[src/rtl/osc_acq_sched.sv]
// Acquisition scheduler: arm -> trigger wait -> capture -> display -> holdoff, plus key-driven scope settings.
// Define OSC_AUTO_TIMEOUT_EN to enable the AUTO-mode forced trigger; otherwise AUTO behaves as NORMAL.
module osc_acq_sched #(
  parameter logic [23:0] AUTO_TIMEOUT = 24'd4_000_000,
  parameter logic [15:0] HOLDOFF_CYC  = 16'd1000,
  parameter logic [7:0]  LVL_STEP     = 8'd5,
  parameter logic [7:0]  LVL_RST      = 8'd128,
  parameter logic [4:0]  TB_RST       = 5'd2,
  parameter logic [4:0]  TB_MAX       = 5'd31
) (
  input  logic       clk_i,
  input  logic       rst_n_i,
  input  logic       key_run_i,
  input  logic       key_mode_i,
  input  logic       key_lvl_up_i,
  input  logic       key_lvl_dn_i,
  input  logic       key_tb_up_i,
  input  logic       key_tb_dn_i,
  input  logic       key_edge_i,
  input  logic       pretrig_ok_i,
  input  logic       trig_hit_i,
  input  logic       cap_done_i,
  input  logic       frame_done_i,
  output logic       arm_o,
  output logic       force_trig_o,
  output logic       disp_en_o,
  output logic       running_o,
  output logic [7:0] trig_level_o,
  output logic       trig_edge_o,
  output logic [4:0] adc_clk_sel_o,
  output logic [1:0] trig_mode_o,
  output logic [2:0] state_o
);

`ifdef OSC_AUTO_TIMEOUT_EN
  localparam logic AUTO_EN = 1'b1;
`else
  localparam logic AUTO_EN = 1'b0;
`endif

  typedef enum logic [2:0] {
    ST_STOP = 3'd0, ST_ARM = 3'd1, ST_WAIT = 3'd2,
    ST_CAPT = 3'd3, ST_SHOW = 3'd4, ST_HOLD = 3'd5
  } state_t;

  state_t      state_q, state_d;
  logic [23:0] cnt_q, cnt_d;
  logic        force_q, force_d;
  logic        arm_q, disp_q, running_q;
  logic [7:0]  lvl_q, lvl_d;
  logic        edge_q, edge_d;
  logic [4:0]  tb_q, tb_d;
  logic [1:0]  mode_q, mode_d;
  logic [8:0]  lvl_sum, lvl_dif;
  logic        rearm_key, timeout;

  assign lvl_sum   = {1'b0, lvl_q} + {1'b0, LVL_STEP};
  assign lvl_dif   = {1'b0, lvl_q} - {1'b0, LVL_STEP};
  assign rearm_key = key_edge_i | (key_tb_up_i ^ key_tb_dn_i);
  assign timeout   = AUTO_EN && (mode_q == 2'd0) && (cnt_q == AUTO_TIMEOUT - 24'd1);

  always_comb begin
    lvl_d  = lvl_q;
    tb_d   = tb_q;
    edge_d = edge_q ^ key_edge_i;
    mode_d = mode_q;
    if (key_lvl_up_i && !key_lvl_dn_i) lvl_d = lvl_sum[8] ? 8'hFF : lvl_sum[7:0];
    if (key_lvl_dn_i && !key_lvl_up_i) lvl_d = lvl_dif[8] ? 8'h00 : lvl_dif[7:0];
    if (key_tb_up_i && !key_tb_dn_i)   tb_d  = (tb_q >= TB_MAX) ? TB_MAX : tb_q + 5'd1;
    if (key_tb_dn_i && !key_tb_up_i)   tb_d  = (tb_q == 5'd0) ? 5'd0 : tb_q - 5'd1;
    if (key_mode_i)                    mode_d = (mode_q >= 2'd2) ? 2'd0 : mode_q + 2'd1;
  end

  always_comb begin
    state_d = state_q;
    cnt_d   = '0;
    force_d = 1'b0;
    case (state_q)
      ST_STOP: if (key_run_i) state_d = ST_ARM;
      ST_ARM:  if (!rearm_key && pretrig_ok_i) state_d = ST_WAIT;
      ST_WAIT: begin
        if (rearm_key)       state_d = ST_ARM;
        else if (trig_hit_i) state_d = ST_CAPT;
        else if (timeout) begin
          state_d = ST_CAPT;
          force_d = 1'b1;
        end else if (AUTO_EN) cnt_d = cnt_q + 24'd1;
      end
      ST_CAPT: begin
        if (rearm_key)       state_d = ST_ARM;
        else if (cap_done_i) state_d = ST_SHOW;
      end
      ST_SHOW: if (frame_done_i) state_d = (mode_q == 2'd2) ? ST_STOP : ST_HOLD;
      ST_HOLD: begin
        if (cnt_q == {8'd0, HOLDOFF_CYC} - 24'd1) state_d = ST_ARM;
        else cnt_d = cnt_q + 24'd1;
      end
      default: state_d = ST_STOP;
    endcase
    // Stop key aborts whatever is in flight, including a same-cycle forced trigger.
    if (key_run_i && running_q) begin
      state_d = ST_STOP;
      cnt_d   = '0;
      force_d = 1'b0;
    end
  end

  always_ff @(posedge clk_i or negedge rst_n_i) begin
    if (!rst_n_i) begin
      state_q   <= ST_STOP;
      cnt_q     <= '0;
      force_q   <= 1'b0;
      arm_q     <= 1'b0;
      disp_q    <= 1'b0;
      running_q <= 1'b0;
      lvl_q     <= LVL_RST;
      edge_q    <= 1'b1;
      tb_q      <= TB_RST;
      mode_q    <= 2'd0;
    end else begin
      state_q   <= state_d;
      cnt_q     <= cnt_d;
      force_q   <= force_d;
      arm_q     <= (state_d == ST_ARM) || (state_d == ST_WAIT);
      disp_q    <= (state_d == ST_SHOW);
      running_q <= (state_d != ST_STOP);
      lvl_q     <= lvl_d;
      edge_q    <= edge_d;
      tb_q      <= tb_d;
      mode_q    <= mode_d;
    end
  end

  assign arm_o         = arm_q;
  assign force_trig_o  = force_q;
  assign disp_en_o     = disp_q;
  assign running_o     = running_q;
  assign trig_level_o  = lvl_q;
  assign trig_edge_o   = edge_q;
  assign adc_clk_sel_o = tb_q;
  assign trig_mode_o   = mode_q;
  assign state_o       = state_q;

endmodule

[config.mk]
export PLATFORM = sky130hd
export DESIGN_NAME = osc_acq_sched
export DESIGN_NICKNAME = d
export VERILOG_FILES = /design/src/rtl/osc_acq_sched.sv
export SDC_FILE = /design/constraint.sdc
export NUM_CORES = 1
export LEC_CHECK = 0
export CAP_MARGIN = 20
export CORE_MARGIN = 4
export CORE_UTILIZATION = 55
export CTS_CLUSTER_SIZE = 16
export DETAILED_ROUTE_END_ITERATION = 6
export GPL_ROUTABILITY_DRIVEN = 0
export PLACE_DENSITY_LB_ADDON = 0.05
export SLEW_MARGIN = 20
export SYNTH_ARGS = -nofsm -noshare
export SYNTH_HDL_FRONTEND = slang
export SYNTH_SLANG_ARGS = --single-unit
[constraint.sdc]
create_clock -name clk_i -period 5.3 [get_ports clk_i]
set_clock_uncertainty 0.05 [all_clocks]
set_input_delay 0.795 -clock clk_i [delete_from_list [all_inputs] [get_ports clk_i]]
set_output_delay 0.795 -clock clk_i [all_outputs]
set_load 0.02 [all_outputs]
==> results.txt <==
Compared with the post-synthesis result, the final layout area differs by 16.2%. The synthesized design contains 0 enable-type register cells. The worst setup path is of the input port to flip-flop kind. The sum of routed wire length over all layers is 5710 um. In the layout the commonest cells are sky130_fd_sc_hd__nor2_1, sky130_fd_sc_hd__dfrtp_1, sky130_fd_sc_hd__clkdlybuf4s50_1. The detailed-routing iteration count for the pre-antenna-repair pass is 4.

The proportion of register bits with asynchronous set or reset after synthesis came out at 100%. The die extent in y is about 79 um. Combinational logic is responsible for 42.3% of the overall power. The via count of the first global-routing pass came out at ~2,200. The clock transition at the registers of the reported paths came out at 0.09 ns. The total power consumption of the routed design came out at 0.00141 W. The number of primary I/O pins is 36. In this run the static leakage power is approximately 1.2 nW.

The detailed router's first-iteration violation count is 158. The data arrival time of the critical path came out at about 2.9 ns. The total routing resource utilization after global routing came out at 20.2%. The total vias in the final route came out at roughly 2,300. The tree is rooted in a sky130_fd_sc_hd__clkbuf_8.

The area of the mapped netlist came out at between 2000 and 3000 um^2. The number of remaining DRC errors is 0. The number of setup buffers added after CTS is 0. Setup total negative slack on the finished layout was measured at 0 ns. In this run the worst path has a maximum fanout of 12. The final critical-path share of the clock period is about 52%. The clock share of power came out at 18.2%. The number of max-slew violations in the final report came out at 0. IR analysis of the VDD net gives a maximum drop of ~0.00030 V.

Registers are responsible for 39.5% of the overall power. The sequential share of the synthesized area is about two fifths. The number of sinks driven by the clock tree came out at 46. The total nets after synthesis came out at around 330. The flip-flop and latch count after synthesis came out at between 40 and 50. Among all flip-flop cells after synthesis, the most frequent one is sky130_fd_sc_hd__dfrtp_1.

The initial cell density of the core is between 50% and 60%. STA classifies the critical path endpoint as a flip-flop. Synthesis handed over a netlist of a little over 300 instances. The floorplan die area is roughly 6200 um^2. The average cell area after synthesis came out at around 8.9 um^2. The most common cell after layout, fill and taps aside is sky130_fd_sc_hd__nor2_1. The final period demand of the worst path came out at around 2.7 ns. Entering global routing, the biggest net connects between 40 and 50 pins.

The clock insertion delay at the later pin of the skew report came out at 0.29 ns. The Yosys warning count came out at 0. The initialized floorplan defines 25 standard-cell rows.

The net total in the final layout is 360. Setup violations remaining at the end of the flow were counted as 0. The switching portion of total power is about 40%. The number of violations of the max-capacitance limit came out at 0. The switching power summed over all nets is between 0.0005 and 0.0006 W.

The number of routed nets with antenna violations came out at 0. The count of final hold-check violations came to 0. The number of cells upsized or downsized after cts is 0. The die is roughly 79 um wide. The initial antenna violation count came to 0. Data on the critical path is required at its endpoint by between 5 and 6 ns. The flow ran to the end, and the final reports show no timing, DRC or antenna violations.

The worst hold path belongs to the class input port to async pin. The final global-route overflow total is 0. The fraction of layout instances using a drive strength above 1 is under 10%. The count of distinct cell types in the synthesized netlist is 53. The core region is roughly 4800 um^2. Detailed placement finished with a half-perimeter wire length of just under 4000 um. The final antenna diode count came out at 0. The internal power of the cells totals approximately 0.00086 W. In this run, CTS created clock tree buffers numbering 5. The headroom to the max-slew limit came out at 49.0%. The maximum achievable frequency came out at 365 MHz. The first-pass GRT wire length came out at 10,200 um. Setup repair after global routing left no endpoint under its margin. The worst setup path is launched from an input port. The longest clock path from root to sink contains 2 buffers. The number of H-tree levels came out at 2. The number of hold-repair buffers added at the cts stage came out at 0. The number of standard cells in the layout, taps in and fillers out is 407. The average wire per standard cell is 14.0 um. TritonCTS built the clock tree. The post-detailed-route via-to-cell ratio came out at around 5.6. Power spread over the standard cell area amounts to approximately 440 nW/um^2.

The count of port buffers added during placement is 34. The cell total after placement is between 300 and 400. At the pin with the least slew margin, the transition time is 0.765 ns.
-- Yosys cell counts, drive strengths merged (2+ instances only) --
master,instances,area share (%)
nand4,6,1.4
a31oi,3,0.68
or4,3,0.95
xor2,7,2.2
or2,3,0.68
nor2b,6,1.4
dfstp,3,2.8
xnor2,20,6.3
ha,8,3.6
mux2i,2,0.72
a21oi,11,2.0
nor4,6,1.4
o32a,3,1.1
and3,6,1.4
o31ai,2,0.72
nor3,17,3.3
o211ai,3,0.81
buf,4,1.8
o32ai,3,0.95
a22o,2,0.63
clkbuf,9,1.2
o21ai,18,3.3
nand2,19,2.6
nor3b,2,0.54
mux2,2,0.81
nand2b,4,0.90
nor4b,4,1.3
and2,2,0.45
a22oi,2,0.54
or3b,2,0.63
nor2,46,6.2
dfrtp,43,39
inv,17,2.3
nand3,11,2.0
-- sequential cells by signal, indices dropped and copies added (netlist names) --
signal and count:
cnt_q 24, trig_level_o 8, adc_clk_sel_o 5, state_o 3
trig_mode_o 2, arm_o 1, disp_en_o 1, running_o 1
trig_edge_o 1
-- kinds of logic (layout without fill, tap and decap cells) --
logic type / count (synthesis) / in the layout / share of synthesized area [%]
and+or+nand+nor: 139 / 139 / 25.5
other: 1 / 1 / 0.136
AOI/OAI and AO/OA: 56 / 56 / 13.6
adders and majority gates: 8 / 8 / 3.62
buffers and inverters: 30 / 59 / 5.29
muxes: 4 / 4 / 1.54
xor gates and xnor gates: 27 / 27 / 8.55
DFF: 46 / 46 / 41.7
-- routing by layer --
layer | part of all wire, % | track usage (%)
met1 | 50 | 28.8
met2 | 45 | 31.4
met5 | 0 | 0
met3 | 4.6 | 4.42
met4 | 0.63 | 5.15
-- metrics by stage --
stage | util [%] | worst slack [ns] | instance area [um^2] | hold WS (ns)
after global routing | 67.2 | 2.43 | 3220 | 0.472
after detailed placement | 64.8 | 2.24 | 3100 | 0.450
final | 67.2 | 2.56 | 3220 | 0.446
after CTS | 67.1 | 2.55 | 3210 | 0.462
after global placement | 64.8 | 2.31 | 3100 | 0.444
after floorplan | - | 3.12 | 2770 | 0.419
-- final timing paths --
kind	cells after the start	endpoint	startpoint	slack, ns
setup / recovery	7	disp_en_o	key_tb_up_i	2.56
hold / removal	1	arm_o	rst_n_i	0.45
setup reg to reg	5	cnt_q[21]	cnt_q[11]	2.79
hold reg to reg	1	cnt_q[0]	cnt_q[0]	0.46
max in group asynchronous	1	cnt_q[13]	rst_n_i	4.36
min in group clk_i	1	cnt_q[0]	cnt_q[0]	0.46
-- area by class of cell --
class	count	area (um^2)
clock buffers	6	72.6
clock inverters	2	37.5
fillers	411	1570
inverters	17	63.8
multi-input cells	235	1470
flip-flops and latches	46	1150
well taps	67	83.8
repair buffers	34	338
-- power groups by stage --
stage / combinational (W) / sequential (W) / clock, W
2_1_floorplan: 0.000327 / 0.000601 / 0
6_report: 0.000596 / 0.000557 / 0.000256
3_5_place_dp: 0.000597 / 0.000562 / 0
5_1_grt: 0.000654 / 0.000576 / 0.000278
3_3_place_gp: 0.000587 / 0.000560 / 0
4_1_cts: 0.000600 / 0.000556 / 0.000267
-- critical path, stage by stage --
cell,delay (ns)
sky130_fd_sc_hd__clkdlybuf4s50_1,0.45
sky130_fd_sc_hd__inv_1,0.04
sky130_fd_sc_hd__ha_1,0.44
sky130_fd_sc_hd__nor3b_1,0.37
sky130_fd_sc_hd__nor4b_1,0.44
sky130_fd_sc_hd__nor2_1,0.15
sky130_fd_sc_hd__and2_1,0.18
Power figures use the tool's default switching activity.
